**config.mk**
```make
export PLATFORM = sky130hd
export DESIGN_NAME = cmp_op_sequencer
export DESIGN_NICKNAME = d
export VERILOG_FILES = /design/src/rtl/cmp_op_sequencer.sv
export SDC_FILE = /design/constraint.sdc
export NUM_CORES = 1
export LEC_CHECK = 0
export CAP_MARGIN = 20
export CORE_ASPECT_RATIO = 0.5
export CORE_MARGIN = 2
export CORE_UTILIZATION = 26
export CTS_CLUSTER_DIAMETER = 100
export DETAILED_ROUTE_END_ITERATION = 7
export SYNTH_ARGS = -nofsm -noshare
export SYNTH_HDL_FRONTEND = slang
export SYNTH_SLANG_ARGS = --single-unit
```
**constraint.sdc**
```tcl
create_clock -name CLK -period 3.3 [get_ports CLK]
set_input_delay 0.66 -clock CLK [delete_from_list [all_inputs] [get_ports CLK]]
set_output_delay 0.66 -clock CLK [all_outputs]
set_load 0.01 [all_outputs]
```
**src/rtl/cmp_op_sequencer.sv**
```systemverilog
// Operand/opcode driver and result collector for the 4-bit comparison unit.
// Single mode captures one result; sweep mode walks all 256 operand pairs and counts hits.
module cmp_op_sequencer #(
    parameter int unsigned SETTLE_CYC = 1
) (
    input  logic       CLK,
    input  logic       RST_N,
    input  logic [3:0] A_IN,
    input  logic [3:0] B_IN,
    input  logic [1:0] OP_IN,
    input  logic       MODE_IN,
    input  logic       START,
    input  logic [9:0] F,
    output logic [7:0] NUMBER,
    output logic [1:0] OP,
    output logic [9:0] RESULT,
    output logic [8:0] COUNT,
    output logic       BUSY,
    output logic       DONE,
    output logic       ERR
);

    // state    | meaning
    // IDLE     | waiting for a rising START
    // SETTLE   | NUMBER/OP held, settle down-counter running
    // SAMPLE   | F read: captured (single) or scored (sweep)
    // FINISH   | one-cycle DONE pulse, back to IDLE

    typedef enum logic [1:0] {
        S_IDLE   = 2'd0,
        S_SETTLE = 2'd1,
        S_SAMPLE = 2'd2,
        S_FINISH = 2'd3
    } state_t;

    localparam logic [3:0] SETTLE_LOAD = 4'(SETTLE_CYC - 1);

    state_t     state, state_nxt;
    logic       start_q;
    logic       mode_q, mode_nxt;
    logic [3:0] timer, timer_nxt;
    logic [7:0] number_nxt;
    logic [1:0] op_nxt;
    logic [9:0] result_nxt;
    logic [8:0] count_nxt;
    logic       err_nxt;

    logic       accept;
    logic       hit;
    logic       f_bad;

    assign accept = (state == S_IDLE) && START && !start_q;
    assign hit    = (OP == 2'd3) ? (F[3:0] == NUMBER[7:4]) : F[0];
    assign f_bad  = (F[9:4] != 6'd0) || ((OP != 2'd3) && (F[9:1] != 9'd0));

    assign BUSY = (state == S_SETTLE) || (state == S_SAMPLE);
    assign DONE = (state == S_FINISH);

    always_ff @(posedge CLK or negedge RST_N) begin
        if (!RST_N) begin
            state   <= S_IDLE;
            start_q <= 1'b1;  // START held high through reset release must not count as an edge
            mode_q  <= 1'b0;
            timer   <= 4'd0;
            NUMBER  <= 8'd0;
            OP      <= 2'd0;
            RESULT  <= 10'd0;
            COUNT   <= 9'd0;
            ERR     <= 1'b0;
        end else begin
            state   <= state_nxt;
            start_q <= START;
            mode_q  <= mode_nxt;
            timer   <= timer_nxt;
            NUMBER  <= number_nxt;
            OP      <= op_nxt;
            RESULT  <= result_nxt;
            COUNT   <= count_nxt;
            ERR     <= err_nxt;
        end
    end

    always_comb begin
        state_nxt  = state;
        mode_nxt   = mode_q;
        timer_nxt  = timer;
        number_nxt = NUMBER;
        op_nxt     = OP;
        result_nxt = RESULT;
        count_nxt  = COUNT;
        err_nxt    = ERR;

        case (state)
            S_IDLE: begin
                if (accept) begin
                    op_nxt     = OP_IN;
                    mode_nxt   = MODE_IN;
                    number_nxt = MODE_IN ? 8'h00 : {A_IN, B_IN};
                    count_nxt  = 9'd0;
                    err_nxt    = 1'b0;
                    timer_nxt  = SETTLE_LOAD;
                    state_nxt  = S_SETTLE;
                end
            end
            S_SETTLE: begin
                if (timer == 4'd0) begin
                    state_nxt = S_SAMPLE;
                end else begin
                    timer_nxt = timer - 4'd1;
                end
            end
            S_SAMPLE: begin
                err_nxt = ERR | f_bad;
                if (!mode_q) begin
                    result_nxt = F;
                    state_nxt  = S_FINISH;
                end else begin
                    count_nxt = COUNT + {8'd0, hit};
                    // Last pair holds at FF so the final operand stays visible after the sweep.
                    if (NUMBER == 8'hFF) begin
                        state_nxt = S_FINISH;
                    end else begin
                        number_nxt = NUMBER + 8'd1;
                        timer_nxt  = SETTLE_LOAD;
                        state_nxt  = S_SETTLE;
                    end
                end
            end
            S_FINISH: begin
                state_nxt = S_IDLE;
            end
            default: begin
                state_nxt = S_IDLE;
            end
        endcase
    end

endmodule

```
# [After elaboration in Yosys (flattened, before gate mapping)]
# Index checks and enable logic that the tools add are counted.
[op_classes] n_addsub=3 bitwise=2 muxes=21 n_eq_ne=12 reduce_logical=19
[op_table] operator="two-way mux 8 bit" n=4
[op_table] operator="two-way mux 9 bit" n=2
[op_table] operator="one-hot mux 9 bit (2 select lines)" n=1
[op_table] operator="two-way mux 4 bit" n=4
[op_table] operator="one-hot mux 8 bit (2 select lines)" n=1
[op_table] operator="one-hot mux 4 bit (3 select lines)" n=1
[op_table] operator="inequality test 2 bit, second input constant" n=5
[op_table] operator="adder 9 x 1 -> 9 bit" n=1
[op_table] operator="nonzero test 9 bit" n=1
[op_table] operator="adder 8 x 1 -> 8 bit, second input constant" n=1
[op_table] operator="== test 8 bit, second input constant" n=1
[op_table] operator="two-way mux 2 bit" n=4
[op_table] operator="one-hot mux 2 bit (4 select lines)" n=1
[op_table] operator="AND reduction 2 bit" n=4
[op_table] operator="== test 2 bit, second input constant" n=3
[op_table] operator="nonzero test 6 bit" n=1
[op_table] operator="AND reduction 5 bit" n=1
[op_table] operator="== test 4 bit" n=1
[op_table] operator="logical NOT 4 bit" n=1
[op_table] operator="AND reduction 4 bit" n=1
[op_table] operator="subtractor 4 x 1 -> 4 bit, second input constant" n=1
[op_table] operator="logical AND 1 bit" n=3
[op_table] operator="AND reduction 3 bit" n=1
[op_table] operator="nonzero test 3 bit" n=1
[op_table] operator="other kinds (10)" n=12
[totals] word_cells=66 input_bits=24 regBits=38 output_inout_bits=32

# [Longest topological paths before layout]
[logic_depth] word_depth=5 ltp_mapped=10 ltp_nobuf=10

# [Worst setup path before layout]
# Ideal clock, no wire load.
[synth_path] kind="input to register" startpoint="in F[0]" endpoint="reg COUNT[6]" arrival_time_ps=2524 n_path_buf=0 setup_time_ps=120 slack_ps=656 cell_stages=9 required_ps=3180 path_cell_list="or3_1 -> a2111oi_0 -> a21o_1 -> ha_1 -> ha_1 -> inv_1 -> a211oi_1 -> a21oi_1 -> a31o_2"
[synth_between] elab_chain_cells=5
[synth_lines] item="start, declared" line="13" rtl="input logic [9:0] F,"
[synth_lines] item="== test 4 bit" line="53" rtl="assign hit = (OP == 2'd3) ? (F[3:0] == NUMBER[7:4]) : F[0];"
[synth_lines] item="two-way mux 1 bit (*)" line="53"
[synth_lines] item="adder 9 x 1 -> 9 bit (*)" line="118" rtl="count_nxt = COUNT + {8'd0, hit};"
[synth_lines] item="two-way mux 9 bit (*)" line="114" rtl="if (!mode_q) begin"
[synth_lines] item="one-hot mux 9 bit (2 select lines) (*)" line="93" rtl="case (state)"
[synth_lines] item="end signal, assigned" line="78" rtl="COUNT <= count_nxt;"
[synth_lines] item="end, declared" line="17" rtl="output logic [8:0] COUNT,"
# Every way passes the cells marked *; elsewhere a longest branch is shown, timed or not. The select of a mux whose other input is x is not followed.
# A chain may end at the register's enable or synchronous reset.

# [Worst setup path in the final report]
[layout_path] startpoint="in F[0]" endpoint="reg COUNT[4]"
# The elaborated chain is that of the path after synthesis.

==> results.toml <==
[cells_and_area]
fillers = 748
final_nets = 297
drive_above_1_share_pct = 11.7
postLayoutCellArea_um2 = 2910
seqCellArea_um2 = 952
fin_cells = 372
utilization_pct = 38.6
final_common_cell = "clkdlybuf4s50_1"
areaGrowthSynthToFinish_pct = 39.7
multiInputGateArea_um2 = 1060
antenna_cells = 0
final_cell_mix = "54 x clkdlybuf4s50_1, 37 x dfrtp_1, 18 x nand2_1"

[power]
sw_frac_of_total_pct = 37.4
power_density_nw_per_um2 = 867
p_int_mw = 1.58
power_frac_seq_pct = 31.3
combPwrFrac_pct = 49.8
power_mw = 2.52
switchingPower_mw = 0.942
power.share.clock_pct = 18.9
ir_drop_uv = 289
leakage_nw = 1.18

[cts]
cts_sinks = 38
post_cts_resized = 0
cts-root-buf = "clkbuf_16"
cts_setup_buffers = 0
clk_path_buf_depth = 2
clk-insertion-delay-late_ns = 0.28
cts_tree = "yes"
cts_buffers = 5
htreeDepth = 2
clk_pin_slew_worst_paths_ns = 0.05
holdBufCountCts = 0

[worst_setup_path]
cp_slowest_cell = "a2111oi_0"
required_ns = 3.44
path_delay_family = "compound AO/OA/AOI/OAI gates"
cp.buffers_inverters = 2
critPathKind = "in -> reg"
crit_path_end_kind = "register"
crit_arrival_ns = 3.09
cp_max_fo = 4
cpPeakStageDelay_ns = 0.46
startpoint_type = "primary input"
crit_chain = "clkdlybuf4s50_1, or3_1, a2111oi_0, a21o_1, ha_1, ha_1, inv_1, a2111oi_0, xnor2_1, nor2_1"

[routing]
dr.pass1.iters = 4
drt_iter0_drc = 105
postRouteAntennaNets = 0
post_drt_wl_per_cell_um = 14.3
num_vias = 1770
routed_wl_mm = 5.30
vias_per_cell = 4.76
drc = 0

[floorplanning]
rows = 22
ios = 56
dieArea_um2 = 8780
core_um2 = 7540
start_util_pct = 27.6
die_w_um = 131
die_y_um = 67.3

[place]
port_buffers = 55
gp_congestion = 0.776
dp_slack_ns = 0.136
post-place-cells = 364
dpl_cell_area_um2 = 2760
hpwl_mm = 3.93

[timing]
layout_min_cycle_time_ns = 2.94
worst_pin_slew_ns = 0.877
fin_setup_tns_ns = 0
setup_slack_ns = 0.359
slew_headroom_pct = 41.5
rsz0062_at_grt = "false"
fmax_ghz = 0.340
holdWs_ns = 0.502
setup_viol = 0
finalClockSkew_ns = 0.00439
hold_viol = 0
fin_crit_sh_pct = 89.1
drv_slew = 0

[global_route]
grt-ovfl-total = 0
antenna_found_initial = 0
grt_first_pass_wirelength_mm = 8.94
grt_pass1_vias = 1840
grt_use_total_pct = 12.9
grt_max_degree = 39

[synth]
synth_flop_cell = "dfrtp_1"
synth_nets = 238
synthCells = 204
synth_area_um2 = 2080
synth_edf_count = 0
synthDistinctLibCells = 47
ys_ff_latch = 38
synth_warnings = 0
syn_area_per_cell_um2 = 10.2
synth-seq-area-share_pct = 45.7
async_flop_share_pct = 100

[job]
drv_cap = 0

[min_path]
holdCritPathClass = "in -> async"

[run_status]
status = "finished, final reports clean"
[power by group through the flow]
stage	Clock, mW	Sequential (mW)	Combinational [mW]
after floorplan	0	0.834	0.669
after global placement	0	0.788	1.24
after detailed placement	0	0.798	1.26
after CTS	0.490	0.791	1.27
after global routing	0.504	0.819	1.39
final	0.476	0.790	1.26
[final cells by class]
type | instances | area share (%)
inverters | 10 | 1.29
clock buffers | 7 | 4.91
repair buffers | 59 | 19.8
flip-flops and latches | 38 | 32.7
multi-input cells | 149 | 36.4
clock inverters | 1 | 0.172
well taps | 108 | 4.65
[metal layers]
metal | global-route usage (%) | part of all wire (%) | up-vias
li1 | - | - | 876
met1 | 16.6 | 47 | 873
met2 | 22.3 | 50 | 17
met3 | 2.54 | 2.3 | 4
met4 | 3.99 | 0.74 | 0
met5 | 0 | 0 | -
[cell usage after synthesis (3+ instances only)]
master	instances	area, um^2
o21ai_0	11	55.1
dfrtp_1	37	926
nand2b_1	3	18.8
a21o_1	3	22.5
a2111oi_0	3	26.3
xnor2_1	3	26.3
or3_1	4	25.0
nand2_1	18	67.6
clkbuf_1	4	15.0
nor2_1	8	30.0
inv_1	10	37.5
nand3_1	10	50.1
ha_1	10	125
o2bb2ai_1	3	26.3
mux2_2	14	158
o31ai_1	7	52.6
a21oi_1	12	60.1
a31oi_1	3	18.8
xor2_1	3	26.3
[logic make-up (layout without fill, tap and decap cells)]
logic type | after synthesis | in the layout | share of synthesized area, %
multiplexers | 15 | 15 | 8.05
flip-flops | 38 | 38 | 45.7
buffers and inverters | 17 | 77 | 3.37
XOR/XNOR | 6 | 6 | 2.52
AND/OR/NAND/NOR | 62 | 62 | 15.7
adder cells (fa/ha/maj) | 10 | 10 | 6.01
AO/OA/AOI/OAI | 56 | 56 | 18.6
[worst reg2reg max path: stages, from the launching register on]
cell and delay (ns):
dfrtp_1 0.45, or3_1 0.39, a2111oi_0 0.46, a21o_1 0.15, ha_1 0.16, ha_1 0.15, inv_1 0.05, a2111oi_0 0.42
xnor2_1 0.18, nor2_1 0.05
[path summary, 6_finish.rpt]
path	depth (start not counted)	slack, ns	start	to
min in group CLK	1	0.50	RESULT[9]$_DFFE_PN0P_	RESULT[9]$_DFFE_PN0P_
max reg2reg	9	0.71	NUMBER[4]$_DFFE_PN0P_	COUNT[4]$_DFFE_PN0P_
max in group asynchronous	1	2.25	RST_N	timer[1]$_DFFE_PN0P_
min	1	0.50	RST_N	RESULT[4]$_DFFE_PN0P_
min reg2reg	1	0.50	RESULT[9]$_DFFE_PN0P_	RESULT[9]$_DFFE_PN0P_
max	10	0.36	F[0]	COUNT[4]$_DFFE_PN0P_
[sequential cells by signal (all words and copies together) (netlist names)]
register  flops
ERR           1
state         2
RESULT       10
mode_q        1
timer         4
start_q       1
COUNT         9
NUMBER        8
OP            2
No activity file was read; power rests on OpenSTA's default activity.
